===== src/rtl/ps2_scancode_parser.sv =====
// ps2_scancode_parser: pops raw Set-2 bytes from the ps2_keyboard FIFO, folds the
// E0/F0 prefixes into one key event per keystroke, filters auto-repeat, tracks the
// held key and counts distinct presses. Events leave on a valid/ready handshake.
module ps2_scancode_parser #(
    parameter int unsigned CNT_W     = 8,
    parameter bit          REPEAT_EN = 1'b0
) (
    input  logic             clk_i,
    input  logic             rst,
    input  logic [7:0]       kbd_data,
    input  logic             kbd_ready,
    input  logic             kbd_overflow,
    output logic             nextdata_n,
    output logic             evt_valid,
    input  logic             evt_ready,
    output logic [7:0]       evt_code,
    output logic             evt_ext,
    output logic             evt_break,
    output logic             evt_repeat,
    output logic             hold_valid,
    output logic [7:0]       hold_code,
    output logic             hold_ext,
    output logic [CNT_W-1:0] press_cnt,
    output logic             err,
    input  logic             err_clr
);
    localparam int unsigned BYTE_W = 8;
    localparam logic [BYTE_W-1:0] B_EXT = 8'hE0;
    localparam logic [BYTE_W-1:0] B_BRK = 8'hF0;

    typedef enum logic [2:0] {
        S_IDLE    = 3'd0,
        S_EXT     = 3'd1,
        S_BRK     = 3'd2,
        S_EXT_BRK = 3'd3,
        S_EMIT    = 3'd4
    } state_t;

    state_t             state_q;
    logic               pop_q;
    logic [BYTE_W-1:0]  byte_q;
    logic               evt_valid_q;
    logic [BYTE_W-1:0]  evt_code_q;
    logic               evt_ext_q;
    logic               evt_break_q;
    logic               evt_repeat_q;
    logic               hold_valid_q;
    logic [BYTE_W-1:0]  hold_code_q;
    logic               hold_ext_q;
    logic [CNT_W-1:0]   press_cnt_q;
    logic               err_q;

    logic               pop_go;
    logic               cur_ext;
    logic               cur_brk;
    logic               is_ign;
    logic               is_bad;
    logic               hold_match;
    logic               err_d;

    // Byte classification, prefix flags of the current state and pop eligibility
    always_comb begin
        pop_go     = kbd_ready && (state_q != S_EMIT) && !pop_q;
        cur_ext    = (state_q == S_EXT) || (state_q == S_EXT_BRK);
        cur_brk    = (state_q == S_BRK) || (state_q == S_EXT_BRK);
        is_ign     = (byte_q == 8'hAA) || (byte_q == 8'hFA) ||
                     (byte_q == 8'hFE) || (byte_q == 8'hEE);
        is_bad     = (byte_q == 8'h00) || (byte_q == 8'hFF);
        hold_match = hold_valid_q && (hold_code_q == byte_q) && (hold_ext_q == cur_ext);
        err_d      = kbd_overflow || (pop_q && is_bad) || (err_q && !err_clr);
    end

    // Pop/latch, prefix FSM, event handshake, held key and press counter
    always_ff @(posedge clk_i or posedge rst) begin
        if (rst) begin
            state_q      <= S_IDLE;
            pop_q        <= 1'b0;
            byte_q       <= '0;
            evt_valid_q  <= 1'b0;
            evt_code_q   <= '0;
            evt_ext_q    <= 1'b0;
            evt_break_q  <= 1'b0;
            evt_repeat_q <= 1'b0;
            hold_valid_q <= 1'b0;
            hold_code_q  <= '0;
            hold_ext_q   <= 1'b0;
            press_cnt_q  <= '0;
            err_q        <= 1'b0;
        end else begin
            pop_q <= pop_go;
            err_q <= err_d;
            if (pop_go) begin
                byte_q <= kbd_data;
            end
            if (state_q == S_EMIT) begin
                if (evt_ready) begin
                    evt_valid_q <= 1'b0;
                    state_q     <= S_IDLE;
                end
            end else if (pop_q) begin
                if (byte_q == B_EXT) begin
                    if (state_q == S_IDLE) begin
                        state_q <= S_EXT;
                    end else if (state_q == S_BRK) begin
                        state_q <= S_EXT_BRK;
                    end
                end else if (byte_q == B_BRK) begin
                    if (state_q == S_IDLE) begin
                        state_q <= S_BRK;
                    end else if (state_q == S_EXT) begin
                        state_q <= S_EXT_BRK;
                    end
                end else if (is_bad) begin
                    state_q <= S_IDLE;
                end else if (!is_ign) begin
                    if (!cur_brk && hold_match && !REPEAT_EN) begin
                        // Typematic repeat of the held key is swallowed
                        state_q <= S_IDLE;
                    end else begin
                        state_q      <= S_EMIT;
                        evt_valid_q  <= 1'b1;
                        evt_code_q   <= byte_q;
                        evt_ext_q    <= cur_ext;
                        evt_break_q  <= cur_brk;
                        evt_repeat_q <= !cur_brk && hold_match;
                        if (cur_brk) begin
                            if (hold_match) begin
                                hold_valid_q <= 1'b0;
                            end
                        end else if (!hold_match) begin
                            hold_valid_q <= 1'b1;
                            hold_code_q  <= byte_q;
                            hold_ext_q   <= cur_ext;
                            press_cnt_q  <= press_cnt_q + CNT_W'(1);
                        end
                    end
                end
            end
        end
    end

    assign nextdata_n = !pop_q;
    assign evt_valid  = evt_valid_q;
    assign evt_code   = evt_code_q;
    assign evt_ext    = evt_ext_q;
    assign evt_break  = evt_break_q;
    assign evt_repeat = evt_repeat_q;
    assign hold_valid = hold_valid_q;
    assign hold_code  = hold_code_q;
    assign hold_ext   = hold_ext_q;
    assign press_cnt  = press_cnt_q;
    assign err        = err_q;

endmodule

===== config.mk =====
export PLATFORM = sky130hd
export DESIGN_NAME = ps2_scancode_parser
export DESIGN_NICKNAME = d
export VERILOG_FILES = /design/src/rtl/ps2_scancode_parser.sv
export SDC_FILE = /design/constraint.sdc
export NUM_CORES = 1
export LEC_CHECK = 0
export ABC_AREA = 1
export CELL_PAD_IN_SITES_DETAIL_PLACEMENT = 1
export CELL_PAD_IN_SITES_GLOBAL_PLACEMENT = 2
export CORE_AREA = 4 4 95 88
export CTS_CLUSTER_SIZE = 24
export DETAILED_ROUTE_END_ITERATION = 8
export DIE_AREA = 0 0 99 92
export GPL_TIMING_DRIVEN = 0
export PLACE_DENSITY_LB_ADDON = 0.08
export SETUP_SLACK_MARGIN = 0.3
export SLEW_MARGIN = 25
export SYNTH_ARGS = -nofsm -noshare
export SYNTH_HDL_FRONTEND = slang
export SYNTH_SLANG_ARGS = --single-unit

===== constraint.sdc =====
create_clock -name clk_i -period 4.2 [get_ports clk_i]
set_clock_uncertainty 0.2 [all_clocks]
set_input_delay 0.84 -clock clk_i [delete_from_list [all_inputs] [get_ports clk_i]]
set_output_delay 0.84 -clock clk_i [all_outputs]
set_load 0.02 [all_outputs]

# --- Word level (Yosys, flattened, before mapping) ---
# Cells that the tools add are included.
totals:
  word_cells: 95
  inputBits: 14
  register_bits: 42
classes:
  mux: 23
  reduce_logical: 26
  n_eq_ne: 25
  n_addsub: 1
  n_bitwise: 8
ops:
  columns: ["op", "n"]
  rows:
  - ["8-bit equality test, second input constant", 7]
  - ["3-bit 2-to-1 mux", 12]
  - ["9-bit AND reduction", 2]
  - ["7-bit AND reduction", 2]
  - ["1-bit 2-to-1 mux", 11]
  - ["2-bit inequality test, second input constant", 5]
  - ["8-bit by 1-bit adder with 8-bit output, second input constant", 1]
  - ["8-bit equality test", 1]
  - ["8-bit zero test", 1]
  - ["1-bit logical OR", 8]
  - ["1-bit inverter", 8]
  - ["1-bit logical AND", 7]
  - ["3-bit by 2-bit equality test with 1-bit output, second input constant", 2]
  - ["2-bit by 1-bit inequality test with 1-bit output, second input constant", 3]
  - ["5-bit by 1-bit inequality test with 1-bit output, second input constant", 1]
  - ["5-bit by 4-bit inequality test with 1-bit output, second input constant", 1]
  - ["5-bit AND reduction", 1]
  - ["4-bit by 2-bit inequality test with 1-bit output, second input constant", 1]
  - ["3-bit by 1-bit equality test with 1-bit output, second input constant", 1]
  - ["3-bit equality test, second input constant", 1]
  - ["1-bit zero test", 3]
  - ["3-bit zero test", 1]
  - ["3-bit inequality test, second input constant", 1]
  - ["2-bit nonzero test", 1]
  - ["1-bit equality test", 1]

# --- Depth between registers and ports, before layout ---
depth:
  depth_word: 12
  depth_mapped: 14

# --- Worst setup path after synthesis ---
# No wires, ideal clock.
synth_path:
  path_kind: "flip-flop to flip-flop"
  from: "reg hold_code_q[5], in the netlist hold_code[5]"
  to: "reg hold_code_q[0], in the netlist hold_code[0]"
  arrival_time_ns: 1.832
  period_less_slack_ns: 2.149
  t_required_ns: 3.883
  path_buffers: 2
  setup_slack_ns: 2.051
  path_stages_with_launch: 12
  path_cell_list: "dfrtp_1 -> a22o_1 -> nor3_1 -> nand2_1 -> nor2_1 -> ha_1 -> nor2_4 -> and3_4 -> buf_6 -> buf_4 -> nand3_1 -> nand2_1"
synth_via:
  elab_chain_len: 6
  word_cells_on_any_way: 7
synth_rtl:
  columns: ["item", "line", "rtl"]
  rows:
  - ["start, declared", "48", "logic [BYTE_W-1:0] hold_code_q;"]
  - ["start signal, assigned", "132", "hold_code_q <= byte_q;"]
  - ["8-bit equality test (*)", "69", "hold_match = hold_valid_q && (hold_code_q == byte_q) && (hold_ext_q == cur_ext);"]
  - ["1-bit logical AND (*) (2 in a row)", "69", null]
  - ["1-bit logical AND", "116", "if (!cur_brk && hold_match && !REPEAT_EN) begin"]
  - ["1-bit inverter (no source line)", null, null]
  - ["9-bit AND reduction (no source line) (*)", null, null]
# Every way passes the cells marked *; elsewhere a longest branch is shown, timed or not.
# A chain may end at the register's enable or synchronous reset.

# --- Worst setup path in the final report ---
layout_path:
  from: "reg byte_q[4]"
  to: "reg hold_code_q[3], in the netlist hold_code[3]"
layout_via:
  elab_chain_len: 6
  word_cells_on_any_way: 23
layout_rtl:
  columns: ["item", "line", "rtl"]
  rows:
  - ["start, declared", "41", "logic [BYTE_W-1:0] byte_q;"]
  - ["start signal, assigned", "93", "byte_q <= kbd_data;"]
  - ["8-bit equality test (on tied branches)", "69, 66", null]
  - ["1-bit logical AND or 1-bit logical OR (tied branches) (2 in a row)", "69, 66", null]
  - ["1-bit logical AND or 1-bit logical OR (tied branches)", "116, 67", null]
  - ["1-bit inverter (no source line)", null, null]
  - ["9-bit AND reduction (no source line) (*)", null, null]
# Marked as above.

==> Flow_metrics.wiki <==
{| class="wikitable"
! Metric !! Value
|-
| Run status || completed
|-
| Endpoint required time on the critical path || 4190 ps
|-
| Reported net switching power || 890 uW
|-
| Synth-to-layout area growth || 29.0%
|-
| Clock insertion delay at the later pin of the skew report || 300 ps
|-
| Pins Over Slew Limit || 0
|-
| Remaining DRCs || 0
|-
| Number of antenna violations at the first check in global routing || 0
|-
| Maximum clock insertion buffer count || 2
|-
| Number of buffer cells added on primary ports || 44
|-
| Die Footprint || between 9000 and 10000 sq um
|-
| Wire length of the first global-routing pass || 10.6 mm
|-
| Final weighted congestion of routability-driven global placement || 0.772
|-
| Type of the worst min-delay path || reg -> reg
|-
| Share of synthesized flip-flops with an asynchronous set or reset || 100%
|-
| TritonCTS clock tree || built
|-
| Number of vias in the routed layout || 1987
|-
| Routed length on met1 || 2.94 mm
|-
| Placeable Area || between 7000 and 8000 sq um
|-
| Total power draw || 1.99 mW
|-
| Switch share || 44.7%
|-
| CP peak stage delay || 430 ps
|-
| Highest-count cells in the layout ignoring fill and taps || nand2_1, clkdlybuf4s50_1, dfrtp_1
|-
| Syn_nets || 308
|-
| Primary FF master, synth || dfrtp_1
|-
| Number of I/O pins || 46
|-
| Buffer cell driving the clock tree root || clkbuf_8
|-
| Worst Path Max Fanout || 10
|-
| Critical Path Most Common Cell || nand2_1
|-
| Internal power component || 1.10 mW
|-
| Clock buffers created by TritonCTS || 5
|-
| Final hold violation count || 0
|-
| Pre-CTS setup slack || 1730 ps
|-
| Final WS setup || roughly 1700 ps
|-
| Top layer in use || met4
|-
| Count of routing violations after the opening detailed-route iteration || 66
|-
| Total met3 wirelength after detailed routing || 231 um
|-
| Via count of the first global-routing pass || approximately 2100
|-
| Synthesized instance count || roughly 290
|-
| Final setup violation count || 0
|-
| CTS clk-pin slew, worst paths || 80 ps
|-
| Pin count of the biggest net entering global routing || 25
|-
| Share of total power in sequential cells || 34.9%
|-
| Clock power share || between 10% and 20%
|-
| WL per Instance || around 14 um
|-
| Most common cell after layout, fill and taps aside || nand2_1
|-
| Setup CP Type || reg -> reg
|-
| RSZ-0062 raised after global routing || false
|-
| Register area share after synthesis || a little under half
|-
| Detail Route Antenna Nets || 0
|-
| Max rail drop VDD || 223 uV
|-
| Number of buffers inserted by hold repair at cts || 0
|-
| Buffer and inverter count on the worst path || 3
|-
| Total number of H-tree levels || 2
|-
| Buffer count from post-CTS setup fixing || 0
|-
| Total number of nets in the final design || 360
|-
| Setup total negative slack || 0 ps
|-
| Combined area of all synthesized cells || 2320 sq um
|-
| Kind of cell with the highest combined delay on the critical path || simple AND/OR/NAND/NOR gates
|-
| Total wire length after detailed routing || 6.05 mm
|-
| Static power due to leakage || approximately 1.5 nW
|-
| Avg Vias per Cell || 4.52
|-
| Number of resized instances in the post-cts repair step || 0
|-
| Peak clock frequency supported by timing || 0.407 GHz
|-
| Worst Setup Start Kind || flop
|-
| Warnings from Yosys || 0
|-
| Highest-delay cell along the critical path || dfrtp_1
|-
| Global Route Usage Sum || between 10% and 20%
|-
| Fraction of final layout cells with drive strength greater than 1 || 12.8%
|-
| Die Y-Extent || 92 um
|-
| Kind of capture point of the worst setup path || flop
|-
| Diode count || 0
|-
| Number of core rows || 30
|-
| Total of max-cap violations || 0
|-
| Final min period || 2450 ps
|-
| Number of enable flip-flop cells after synthesis || 0
|-
| Power density cells || 666 nW/um^2
|-
| Endpoint arrival time on the critical path || roughly 2500 ps
|-
| Average cell area after synthesis || 7.96 sq um
|-
| Number of distinct standard cells referenced by the synthesized netlist || 30
|-
| Horizontal die dimension || between 90 and 100 um
|-
| Wire length on met2 || between 2 and 3 mm
|-
| Part of the total power dissipated in combinational logic || between 50% and 60%
|-
| DP Wirelength || 4.73 mm
|-
| First-pass iteration count of the detailed router || 4
|-
| Total grt overflow || 0
|-
| Number of sinks handled by clock tree synthesis || 42
|-
| Cell-by-cell trace of the critical path || inv_1 -> a22o_1 -> nor3_1 -> nand2_1 -> nor2_1 -> ha_1 -> nor2_4 -> and3_4 -> buf_6 -> buf_4 -> nand3_1 -> nand2_1
|-
| Initial core utilization || 31.3%
|-
| Fraction of the core area covered by cells at the end of the flow || roughly two fifths
|-
| Final period utilization || roughly 58%
|-
| Register bit count reported by yosys || 42
|}
power groups by stage:
stage / registers, mW / logic, mW / clock network (mW)
2_1_floorplan: 0.782 / 0.568 / 0
3_3_place_gp: 0.702 / 1.02 / 0
3_5_place_dp: 0.706 / 1.04 / 0
4_1_cts: 0.699 / 1.04 / 0.286
5_1_grt: 0.724 / 1.14 / 0.303
6_report: 0.695 / 1.02 / 0.273
worst reg2reg max path: stages, from the launching register on:
cell     delay [ps]
dfrtp_1         430
inv_1           170
a22o_1          230
nor3_1          190
nand2_1         100
nor2_1          150
ha_1            210
nor2_4           60
and3_4          150
buf_6           140
buf_4           180
nand3_1          80
nand2_1          60
stage by stage:
step | cell area (sq um) | instances | hold WS [ps]
after CTS | 2990 | 440 | 292
after floorplan | 2320 | 291 | 286
after detailed placement | 2900 | 432 | 269
final | 2990 | 440 | 283
after global routing | 2990 | 440 | 318
after global placement | 2880 | 431 | 265
Yosys cell counts (all sizes together), types with 3 or more instances:
cell type | n | area (sq um)
nor3 | 3 | 15.0
ha | 3 | 37.5
a21oi | 4 | 20.0
nand3 | 25 | 130
buf | 9 | 80.1
xor2 | 5 | 43.8
dfrtp | 42 | 1050
nand4 | 3 | 18.8
inv | 29 | 109
nand2 | 104 | 427
nor2 | 32 | 166
xnor2 | 5 | 43.8
o21ai | 21 | 131
cell families after synthesis:
logic type	after synthesis	synth area share (%)
simple gates	168	33.2
flops	42	45.4
buf+inv	39	8.31
compound gates	28	7.61
xor+xnor	10	3.78
fa+ha+maj	3	1.62
other cells	1	0.162
layer usage:
metal / GRT usage [%] / up-vias
met3: 3.50 / 6
li1: - / 1012
met5: 0 / -
met1: 20.0 / 936
met4: 2.05 / 0
met2: 23.3 / 33
sequential cells by signal, indices dropped and copies added (netlist names), 3 cells and up:
name,flops
press_cnt,8
state_q,3
hold_code,8
evt_code,8
byte_q,8
final timing paths:
path / startpoint / endpoint / slack [ps] / cells after the start
max: byte_q[4]$_DFFE_PP0P_ / hold_code[3]$_DFFE_PP0P_ / 1750 / 12
min: evt_code[6]$_DFFE_PP0P_ / evt_code[6]$_DFFE_PP0P_ / 280 / 2
max reg2reg: byte_q[4]$_DFFE_PP0P_ / hold_code[3]$_DFFE_PP0P_ / 1750 / 12
min reg2reg: evt_code[6]$_DFFE_PP0P_ / evt_code[6]$_DFFE_PP0P_ / 280 / 2
max in group asynchronous: rst / evt_valid$_DFFE_PP0P_ / 2640 / 3
min in group asynchronous: rst / press_cnt[0]$_DFFE_PP0P_ / 670 / 2
cell type report:
cell class | instances | area [sq um]
clock inverter | 1 | 5.00
fill | 920 | 4410
clock buffer | 7 | 86.3
multi-input combinational | 210 | 1070
buffer | 9 | 80.1
timing repair buffer | 45 | 460
tap | 96 | 120
inverter | 30 | 113
sequential | 42 | 1050
(Power assumes the default switching activity.)
